===== src/rtl/screen_pkg.sv =====
// Shared constants for the LED-matrix frame loader: geometry, register map,
// CTRL bit positions, FSM encodings and the fixed gamma curve.
// Imported by screen_fifo and screen_frame_loader.
package screen_pkg;

  localparam int NUM_PIXELS      = 4096;  // 64x64
  localparam int TOTAL_BIT_DEPTH = 12;    // {R[11:8],G[7:4],B[3:0]}
  localparam int FIFO_DEPTH      = 16;
  localparam int COUNT_W         = 13;    // must hold NUM_PIXELS itself

  // Bus register offsets
  localparam logic [1:0] REG_CTRL   = 2'd0;
  localparam logic [1:0] REG_DATA   = 2'd1;
  localparam logic [1:0] REG_STATUS = 2'd2;
  localparam logic [1:0] REG_COUNT  = 2'd3;

  // CTRL write bits
  localparam int CTRL_START = 0;
  localparam int CTRL_CLR   = 1;
  localparam int CTRL_ABORT = 2;

  // IDLE must be 0 so STATUS reads 0x04 straight out of reset
  typedef enum logic [1:0] {
    ST_IDLE   = 2'd0,
    ST_INIT   = 2'd1,
    ST_GAP    = 2'd2,
    ST_STREAM = 2'd3
  } state_t;

  typedef logic [TOTAL_BIT_DEPTH-1:0] pixel_t;

  // Gamma curve, entry i at bits [4*i +: 4]:
  // {0,0,0,1,1,1,2,2,3,4,5,6,8,10,12,15}
  localparam logic [63:0] GAMMA_TABLE = {
    4'd15, 4'd12, 4'd10, 4'd8, 4'd6, 4'd5, 4'd4, 4'd3,
    4'd2,  4'd2,  4'd1,  4'd1, 4'd1, 4'd0, 4'd0, 4'd0
  };

  function automatic logic [3:0] gamma_nib(input logic [3:0] nib);
    return GAMMA_TABLE[{nib, 2'b00} +: 4];
  endfunction

  function automatic pixel_t gamma_map(input pixel_t px);
    return {gamma_nib(px[11:8]), gamma_nib(px[7:4]), gamma_nib(px[3:0])};
  endfunction

endpackage


===== src/rtl/screen_fifo.sv =====
// Synchronous show-ahead FIFO (DEPTH x WIDTH) with flush.
// Ports: push/wr_dat in, pop out via rd_dat (head, valid when !empty), full/empty flags.
// A push while full is accepted only if a pop happens in the same cycle; flush wins over both.
module screen_fifo #(
  parameter int DEPTH = 16,
  parameter int WIDTH = 12
) (
  input  logic             clk,
  input  logic             reset,
  input  logic             push,
  input  logic             pop,
  input  logic             flush,
  input  logic [WIDTH-1:0] wr_dat,
  output logic [WIDTH-1:0] rd_dat,
  output logic             full,
  output logic             empty
);

  localparam int AW = $clog2(DEPTH);

  logic [WIDTH-1:0] mem_q [DEPTH];
  // One extra pointer bit distinguishes full from empty
  logic [AW:0] wr_ptr_q, wr_ptr_d;
  logic [AW:0] rd_ptr_q, rd_ptr_d;
  logic        do_push, do_pop;

  assign empty   = (wr_ptr_q == rd_ptr_q);
  assign full    = (wr_ptr_q[AW] != rd_ptr_q[AW]) &&
                   (wr_ptr_q[AW-1:0] == rd_ptr_q[AW-1:0]);
  assign do_pop  = pop && !empty && !flush;
  assign do_push = push && (!full || do_pop) && !flush;
  assign rd_dat  = mem_q[rd_ptr_q[AW-1:0]];

  always_comb begin
    wr_ptr_d = wr_ptr_q;
    rd_ptr_d = rd_ptr_q;
    if (flush) begin
      wr_ptr_d = '0;
      rd_ptr_d = '0;
    end else begin
      if (do_push) wr_ptr_d = wr_ptr_q + (AW+1)'(1);
      if (do_pop)  rd_ptr_d = rd_ptr_q + (AW+1)'(1);
    end
  end

  always_ff @(posedge clk or negedge reset) begin
    if (!reset) begin
      wr_ptr_q <= '0;
      rd_ptr_q <= '0;
    end else begin
      wr_ptr_q <= wr_ptr_d;
      rd_ptr_q <= rd_ptr_d;
    end
  end

  // Storage needs no reset; the pointers define what is valid
  always_ff @(posedge clk) begin
    if (do_push) mem_q[wr_ptr_q[AW-1:0]] <= wr_dat;
  end

endmodule


===== src/rtl/screen_frame_loader.sv =====
// CPU-side frame feeder for the 64x64 LED matrix driver: bus writes fill a FIFO,
// a START replays one NUM_PIXELS frame as init / wr_data+mat_in strobes.
// Ports: clk, reset (async active-low), cs/we/addr/d_in/d_out bus, mat_in/wr_data/init to driver.
// Optional GAMMA_LUT_EN: per-channel gamma on FIFO output, +1 cycle on mat_in/wr_data.
module screen_frame_loader
  import screen_pkg::*;
(
  input  logic        clk,
  input  logic        reset,
  input  logic        cs,
  input  logic        we,
  input  logic [1:0]  addr,
  input  logic [31:0] d_in,
  output logic [31:0] d_out,
  output logic [31:0] mat_in,
  output logic        wr_data,
  output logic        init
);

  state_t               state_q, state_d;
  logic [COUNT_W-1:0]   count_q, count_d;
  logic                 overflow_q, overflow_d;
  logic                 frame_done_q, frame_done_d;
  logic [31:0]          d_out_q, d_out_d;

  logic   wr_acc, rd_acc, start, clr, abort, push;
  logic   fifo_pop, fifo_full, fifo_empty, last_pop, done_set;
  pixel_t fifo_rd_dat;
  logic   unused_bits;

  assign wr_acc = cs && we;
  assign rd_acc = cs && !we;
  assign start  = wr_acc && (addr == REG_CTRL) && d_in[CTRL_START];
  assign clr    = wr_acc && (addr == REG_CTRL) && d_in[CTRL_CLR];
  assign abort  = wr_acc && (addr == REG_CTRL) && d_in[CTRL_ABORT];
  assign push   = wr_acc && (addr == REG_DATA) && !abort;
  assign unused_bits = ^d_in[31:TOTAL_BIT_DEPTH];

  screen_fifo #(.DEPTH(FIFO_DEPTH), .WIDTH(TOTAL_BIT_DEPTH)) u_fifo (
    .clk    (clk),
    .reset  (reset),
    .push   (push),
    .pop    (fifo_pop),
    .flush  (abort),
    .wr_dat (d_in[TOTAL_BIT_DEPTH-1:0]),
    .rd_dat (fifo_rd_dat),
    .full   (fifo_full),
    .empty  (fifo_empty)
  );

  // ---- FSM: state register ----
  always_ff @(posedge clk or negedge reset) begin
    if (!reset) state_q <= ST_IDLE;
    else        state_q <= state_d;
  end

  // ---- FSM: next state ----
  always_comb begin
    state_d = state_q;
    case (state_q)
      ST_IDLE:   if (start) state_d = ST_INIT;
      ST_INIT:   state_d = ST_GAP;
      ST_GAP:    state_d = ST_STREAM;
      ST_STREAM: if (last_pop) state_d = ST_IDLE;
      default:   state_d = ST_IDLE;
    endcase
    if (abort) state_d = ST_IDLE;
  end

  // ---- FSM: outputs ----
  always_comb begin
    init     = (state_q == ST_INIT);
    // ABORT suppresses the pop so the count stays at pixels actually delivered
    fifo_pop = (state_q == ST_STREAM) && !fifo_empty && !abort;
    last_pop = fifo_pop && (count_q == COUNT_W'(NUM_PIXELS - 1));
  end

`ifdef GAMMA_LUT_EN
  logic        wr_data_q;
  logic [31:0] mat_in_q;
  logic        done_pend_q;

  // Extra stage; frame_done waits until the last corrected word has left
  always_ff @(posedge clk or negedge reset) begin
    if (!reset) begin
      wr_data_q   <= 1'b0;
      mat_in_q    <= '0;
      done_pend_q <= 1'b0;
    end else begin
      wr_data_q   <= fifo_pop;
      mat_in_q    <= fifo_pop ? {20'b0, gamma_map(fifo_rd_dat)} : 32'b0;
      done_pend_q <= last_pop;
    end
  end

  assign wr_data  = wr_data_q;
  assign mat_in   = mat_in_q;
  assign done_set = done_pend_q;
`else
  assign wr_data  = fifo_pop;
  assign mat_in   = fifo_pop ? {20'b0, fifo_rd_dat} : 32'b0;
  assign done_set = last_pop;
`endif

  // ---- Counters, sticky flags, read mux ----
  always_comb begin
    count_d = count_q;
    if (state_q == ST_INIT) count_d = '0;
    else if (fifo_pop)      count_d = count_q + COUNT_W'(1);

    // Set beats CLR when both land in the same cycle
    frame_done_d = frame_done_q;
    if (done_set)  frame_done_d = 1'b1;
    else if (clr)  frame_done_d = 1'b0;

    overflow_d = overflow_q;
    if (push && fifo_full && !fifo_pop) overflow_d = 1'b1;
    else if (clr)                       overflow_d = 1'b0;

    d_out_d = d_out_q;
    if (rd_acc) begin
      case (addr)
        REG_STATUS: d_out_d = {26'b0, overflow_q, frame_done_q, fifo_full, fifo_empty, state_q};
        REG_COUNT:  d_out_d = {{(32-COUNT_W){1'b0}}, count_q};
        default:    d_out_d = '0;
      endcase
    end
  end

  always_ff @(posedge clk or negedge reset) begin
    if (!reset) begin
      count_q      <= '0;
      frame_done_q <= 1'b0;
      overflow_q   <= 1'b0;
      d_out_q      <= '0;
    end else begin
      count_q      <= count_d;
      frame_done_q <= frame_done_d;
      overflow_q   <= overflow_d;
      d_out_q      <= d_out_d;
    end
  end

  assign d_out = d_out_q;

endmodule


===== config.mk =====
export PLATFORM = sky130hd
export DESIGN_NAME = screen_frame_loader
export DESIGN_NICKNAME = d
export VERILOG_FILES = /design/src/rtl/screen_pkg.sv /design/src/rtl/screen_fifo.sv /design/src/rtl/screen_frame_loader.sv
export SDC_FILE = /design/constraint.sdc
export NUM_CORES = 1
export LEC_CHECK = 0
export ABC_AREA = 1
export BUFFER_PORTS_ARGS = -buffer_cell sky130_fd_sc_hd__buf_2
export CAP_MARGIN = 20
export CORE_ASPECT_RATIO = 0.75
export CORE_MARGIN = 5
export CORE_UTILIZATION = 60
export CTS_BUF_LIST = sky130_fd_sc_hd__clkbuf_4 sky130_fd_sc_hd__clkbuf_8 sky130_fd_sc_hd__clkbuf_16
export DETAILED_ROUTE_END_ITERATION = 8
export GPL_TIMING_DRIVEN = 0
export PLACE_DENSITY_LB_ADDON = 0.25
export SLEW_MARGIN = 20
export SYNTH_ARGS = -nofsm -noshare
export SYNTH_HDL_FRONTEND = slang
export SYNTH_SLANG_ARGS = --single-unit
export TNS_END_PERCENT = 30

===== constraint.sdc =====
create_clock -name clk -period 5.25 [get_ports clk]
set_input_delay 0.525 -clock clk [delete_from_list [all_inputs] [get_ports clk]]
set_output_delay 0.525 -clock clk [all_outputs]
set_load 0.01 [all_outputs]

Yosys cells after proc, flatten, opt, wreduce, memory -nomap -nowiden --
Memories as Yosys holds them, arrays and structs flattened. Cells that the tools add are included.
Operators by class: add/subtract/negate cells 3, eq/ne operators 12, muxes and demuxes 17, reductions and logical operators 32
Operator list (number):
- two-way mux 13 bit | 2
- case mux 13 bit (2 select lines) | 1
- two-way mux 5 bit | 4
- logical AND 1 bit | 18
- adder 13 x 1 -> 13 bit (second input constant) | 1
- equality test 13 x 12 -> 1 bit (second input constant) | 1
- two-way mux 12 bit | 1
- adder 5 x 1 -> 5 bit (second input constant) | 2
- nonzero test 2 bit | 5
- equality test 2 bit (second input constant) | 4
- case mux 2 bit (4 select lines) | 1
- two-way mux 2 bit | 3
- inequality test 3 x 2 -> 1 bit (second input constant) | 2
- equality test 5 bit | 1
- zero test 1 bit | 5
- two-way mux 1 bit | 5
- equality test 2 x 1 -> 1 bit (second input constant) | 2
- equality test 4 bit | 1
- zero test 2 bit | 2
- AND reduction 2 bit | 1
- logical OR 1 bit | 1
- inequality test 1 bit | 1
Word-level totals: register bits 59, bits in writable memories 192, bits of input ports 38, output and inout bits 66, memories 1
Memory list:
- u_fifo.mem_q | depth 16, bits a word 12, rd ports 1, clocked after Yosys merged registers in 0, write ports 1, RTL line screen_fifo.sv:21 | logic [WIDTH-1:0] mem_q [DEPTH];

Depth between registers and ports, before layout --
depth in word-level cells 12, depth in mapped cells 12

By module --
From an unflattened synthesis, not the netlist that was laid out.
Unflattened totals: cells, all modules 933, area, all modules 10354.9 µm²
Modules (own cells, without submodules):
- screen_fifo | instances 1, cells each 668, area each 8340.5 µm², sequential area each 6015.8 µm²
- screen_frame_loader | instances 1, cells each 265, area each 2014.4 µm², sequential area each 750.7 µm²

Least setup slack after synthesis --
No wires, ideal clock.
path type input -> register, from input port addr[0], to memory u_fifo.mem_q[11][0], enable pin, library setup time 0.396 ns, arrival time 1.989 ns, required time 4.854 ns, setup slack 2.864 ns, stages 4, cells stage by stage inv_2 > nor3_2 > nand2_8 > nor3_1
On the way: cells in the longest elaborated chain, start to end 12
Ends and longest elaborated chain:
- start: declaration | RTL line screen_frame_loader.sv:12 | input logic [1:0] addr,
- zero test 2 bit | RTL line screen_frame_loader.sv:35 | assign abort = wr_acc && (addr == REG_CTRL) && d_in[CTRL_ABORT];
- logical AND 1 bit (2 in a row) | RTL line screen_frame_loader.sv:35
- zero test 1 bit
- logical AND 1 bit | RTL line screen_frame_loader.sv:74 | fifo_pop = (state_q == ST_STREAM) && !fifo_empty && !abort;
- logical AND 1 bit (2 in a row) | RTL line screen_fifo.sv:30 | assign do_pop = pop && !empty && !flush;
- logical OR 1 bit | RTL line screen_fifo.sv:31 | assign do_push = push && (!full || do_pop) && !flush;
- logical AND 1 bit | RTL line screen_fifo.sv:31
- logical AND 1 bit (*) | RTL line screen_fifo.sv:31
- two-way mux 1 bit (*) | RTL line screen_fifo.sv:58 | if (do_push) mem_q[wr_ptr_q[AW-1:0]] <= wr_dat;
- two-way mux 1 bit (not written as such) (*) | RTL line screen_fifo.sv:58
- end: declaration | RTL line screen_fifo.sv:21
Every way passes the cells marked *; elsewhere a longest branch is shown, timed or not.

Worst setup path in the final report --
from register u_fifo.rd_ptr_q[0], to output port mat_in[2]
On the way: cells in the longest elaborated chain, start to end 5
Ends and longest elaborated chain:
- start: declaration | RTL line screen_fifo.sv:24 | logic [AW:0] rd_ptr_q, rd_ptr_d;
- start signal: assignment | RTL line screen_fifo.sv:52 | rd_ptr_q <= rd_ptr_d;
- branches (longest 4 deep; another with memory read (16 x 12 bit))
- two-way mux 12 bit (*) | RTL line screen_frame_loader.sv:101 | assign mat_in = fifo_pop ? {20'b0, fifo_rd_dat} : 32'b0;
- end: declaration | RTL line screen_frame_loader.sv:15 | output logic [31:0] mat_in,
Every way passes the cells marked *.

==> flow_metrics.py <==
metrics = {
    "status": {
        "status": "finished clean",
    },
    "routing": {
        "drc_errors": 0,
        "dr.first_iter.drc_count": 997,
        "vias": 7450,
        "first_pass_iters": 6,
        "wl_per_cell_um": 20.54,
        "wl_um": 26280,
        "drt-vias-per-instance": 5.825,
        "ant_nets": 0,
    },
    "setup_path": {
        "crit_family": "buffers and inverters",
        "slowest_delay_ns": 0.41,
        "worst_path_max_delay_cell": "dfrtp_1",
        "crit_required_ns": 4.72,
        "worstReg2RegStart": "u_fifo.rd_ptr_q[2]$_DFFE_PN0P_",
        "startpoint": "u_fifo.rd_ptr_q[0]$_DFFE_PN0P_",
        "crit_fanout": 10,
        "crit_arrival_ns": 2.59,
        "cp-start-kind": "register",
        "cp_common_cell": "nand3_1",
        "regToRegSetupSlack_ns": 2.61,
        "path_cells": "inv_2, buf_2, buf_2, nand2_1, nand3_1, nand3_1, nand3_1, nand3_1, nor2_1, buf_2",
        "worstSetupPathType": "reg -> out",
        "worstSetupEndpointType": "primary output",
        "path_buf_inv": 4,
    },
    "placement": {
        "gp_congestion": 1.050,
        "post-place-ws_ns": 2.380,
        "io_buffers": 44,
        "dp_cells": 1238,
        "placed_cell_area_um2": 11020,
        "hpwlAfterDp_um": 18030,
    },
    "clocking": {
        "clk_latency_ns": 0.51,
        "htree_levels": 1,
        "hold_buffers": 0,
        "path_clk_slew_ns": 0.06,
        "clk_path_buf_depth": 3,
        "tritoncts": "done",
        "cts_resized": 0,
        "postCtsSetupBuffers": 0,
        "clock_sinks": 232,
        "cts-root-buf": "clkbuf_16",
        "cts_buffers": 23,
    },
    "global_routing": {
        "overflow": 0,
        "grt_pass1_vias": 6972,
        "grt_pass1_wl_um": 39670,
        "grt_start_max_net_pins": 41,
        "grtUsageTotal_pct": 26.28,
        "antenna_found_initial": 0,
    },
    "floorplanning": {
        "die_h_um": 123.6,
        "start_util_pct": 61.21,
        "coreArea_um2": 16880,
        "rows": 41,
        "die_w_um": 161.5,
        "die-area_um2": 19970,
        "io_pins": 104,
    },
    "layout": {
        "areaGrowthSynthToFinish_pct": 13.93,
        "drive_gt1_share_pct": 17.86,
        "layout.cells.non_filler": 1279,
        "diodes": 0,
        "nets": 1097,
        "design_area_um2": 11770,
    },
    "power_and_ir_drop": {
        "pwr_density_cell_nw_per_um2": 489.3,
        "ir_worst_vdd_uv": 357.7,
        "leakagePower_nw": 4.761,
    },
    "sta": {
        "slew_headroom_pct": 25.16,
        "tns_ns": 0,
        "fin_crit_sh_pct": 59.27,
        "skew_ns": 0.01376,
        "rsz0062_at_grt": "false",
        "timing.fmax_mhz": 321.4,
        "setup_viol": 0,
        "worstMarginPinSlew_ns": 1.118,
        "drv_slew": 0,
        "hold_viol": 0,
        "whs_ns": 0.1567,
        "worst_slack_ns": 2.138,
        "fin_crit_ns": 3.112,
    },
    "yosys": {
        "async_reset_ff_share_pct": 17.24,
        "syn_area_per_cell_um2": 11.02,
        "netlist_area_um2": 10330,
        "yosys_most_used_dff": "edfxtp_1",
        "syn-instance-count": 937,
        "yosys_warnings": 0,
        "ys_ff_latch": 232,
        "synth_edf_count": 192,
        "yosysUniqueCellTypes": 34,
        "ys_seq_area_share_pct": 65.50,
    },
    "job": {
        "cap_violations": 0,
    },
    "min_path": {
        "holdCritPathClass": "in -> async",
    },
}
==> placed cells by master, fill, tap and decap left out, types with 4 or more instances in the layout <==
cell type	Yosys	routed
a22o_1	24	24
clkbuf_1	19	19
nand2_1	246	246
o21ai_0	17	17
a21oi_1	59	59
inv_1	33	33
clkbuf_16	0	23
nor2_1	39	32
xor2_1	10	10
nand2_4	5	5
buf_4	45	47
nand4_1	7	7
nor2_2	3	10
conb_1	1	39
edfxtp_1	192	192
o21ai_2	7	7
nand2_2	5	5
inv_2	9	9
clkinv_2	0	7
clkinv_1	0	6
nor3_2	1	4
dfrtp_1	40	40
ha_1	11	11
nand3_1	122	122
buf_2	17	61
==> through the flow <==
| step | utilization, % | power [W] |
|---|---|---|
| after floorplan | - | 0.003434 |
| after global routing | 69.73 | 0.006006 |
| final | 69.73 | 0.005759 |
| after detailed placement | 65.29 | 0.004089 |
| after CTS | 69.66 | 0.005699 |
| after global placement | 64.95 | 0.004040 |
==> worst paths after layout <==
check                      cells past startpoint                        endpoint
max                                           10                       mat_in[2]
min                                            1         count_q[10]$_DFFE_PN0P_
max reg2reg                                   12   u_fifo.mem_q[5][10]$_DFFE_PP_
min reg2reg                                    2            d_out[7]$_DFFE_PN0P_
max in group asynchronous                      1  u_fifo.rd_ptr_q[0]$_DFFE_PN0P_
min in group clk                               4          overflow_q$_DFFE_PN0P_
==> flip-flops by register name, indices dropped and copies added (netlist names) <==
signal and count:
u_fifo.mem_q 192, u_fifo.wr_ptr_q 5, d_out 13, count_q 13
overflow_q 1, u_fifo.rd_ptr_q 5, state_q 2, frame_done_q 1
==> where the power goes <==
group          total [W]  switching [W]  internal (W)
Clock            0.00162       0.000677      0.000945
Sequential       0.00214      0.0000702       0.00207
Combinational    0.00200        0.00139      0.000606
Total            0.00576        0.00214       0.00362
==> layer usage <==
layer | global-route usage (%) | share of wire [%]
met1 | 40.43 | 41
met2 | 38.93 | 43
met3 | 6.021 | 14
met4 | 5.541 | 1.8
met5 | 0 | 0
==> synth_stat cells (2+ instances only) <==
| cell | instances | area share (%) |
|---|---|---|
| nand2_1 | 246 | 8.9 |
| edfxtp_1 | 192 | 56 |
| nand3_1 | 122 | 5.9 |
| a21oi_1 | 59 | 2.9 |
| buf_4 | 45 | 3.3 |
| dfrtp_1 | 40 | 9.7 |
| nor2_1 | 39 | 1.4 |
| inv_1 | 33 | 1.2 |
| a22o_1 | 24 | 2.0 |
| clkbuf_1 | 19 | 0.69 |
| buf_2 | 17 | 0.82 |
| o21ai_0 | 17 | 0.82 |
| ha_1 | 11 | 1.3 |
| xor2_1 | 10 | 0.85 |
| inv_2 | 9 | 0.33 |
| nand4_1 | 7 | 0.42 |
| o21ai_2 | 7 | 0.59 |
| nor3_1 | 6 | 0.29 |
| nand2_2 | 5 | 0.30 |
| nand2_4 | 5 | 0.55 |
| buf_1 | 3 | 0.11 |
| nor2_2 | 3 | 0.18 |
| o211ai_1 | 3 | 0.22 |
| o221ai_1 | 3 | 0.25 |
| o22ai_1 | 2 | 0.12 |
| xnor2_1 | 2 | 0.17 |
==> area by class of cell <==
cell class	count	area [um2]
buffer	85	516.7
clock buffer	23	575.6
clock inverter	18	161.4
fill	1211	5109
inverter	43	166.4
multi-input combinational	615	3055
sequential	232	6766
tap	215	269.0
timing repair buffer	48	257.7
==> logic make-up after synthesis <==
group	after synthesis	synth area share [%]
other cells	1	0.03630
xor+xnor	12	1.017
flops	232	65.50
fa+ha+maj	11	1.332
buf+inv	128	6.613
compound gates	115	6.904
simple gates	438	18.59
Note: power is estimated with default switching activity, not from simulation.
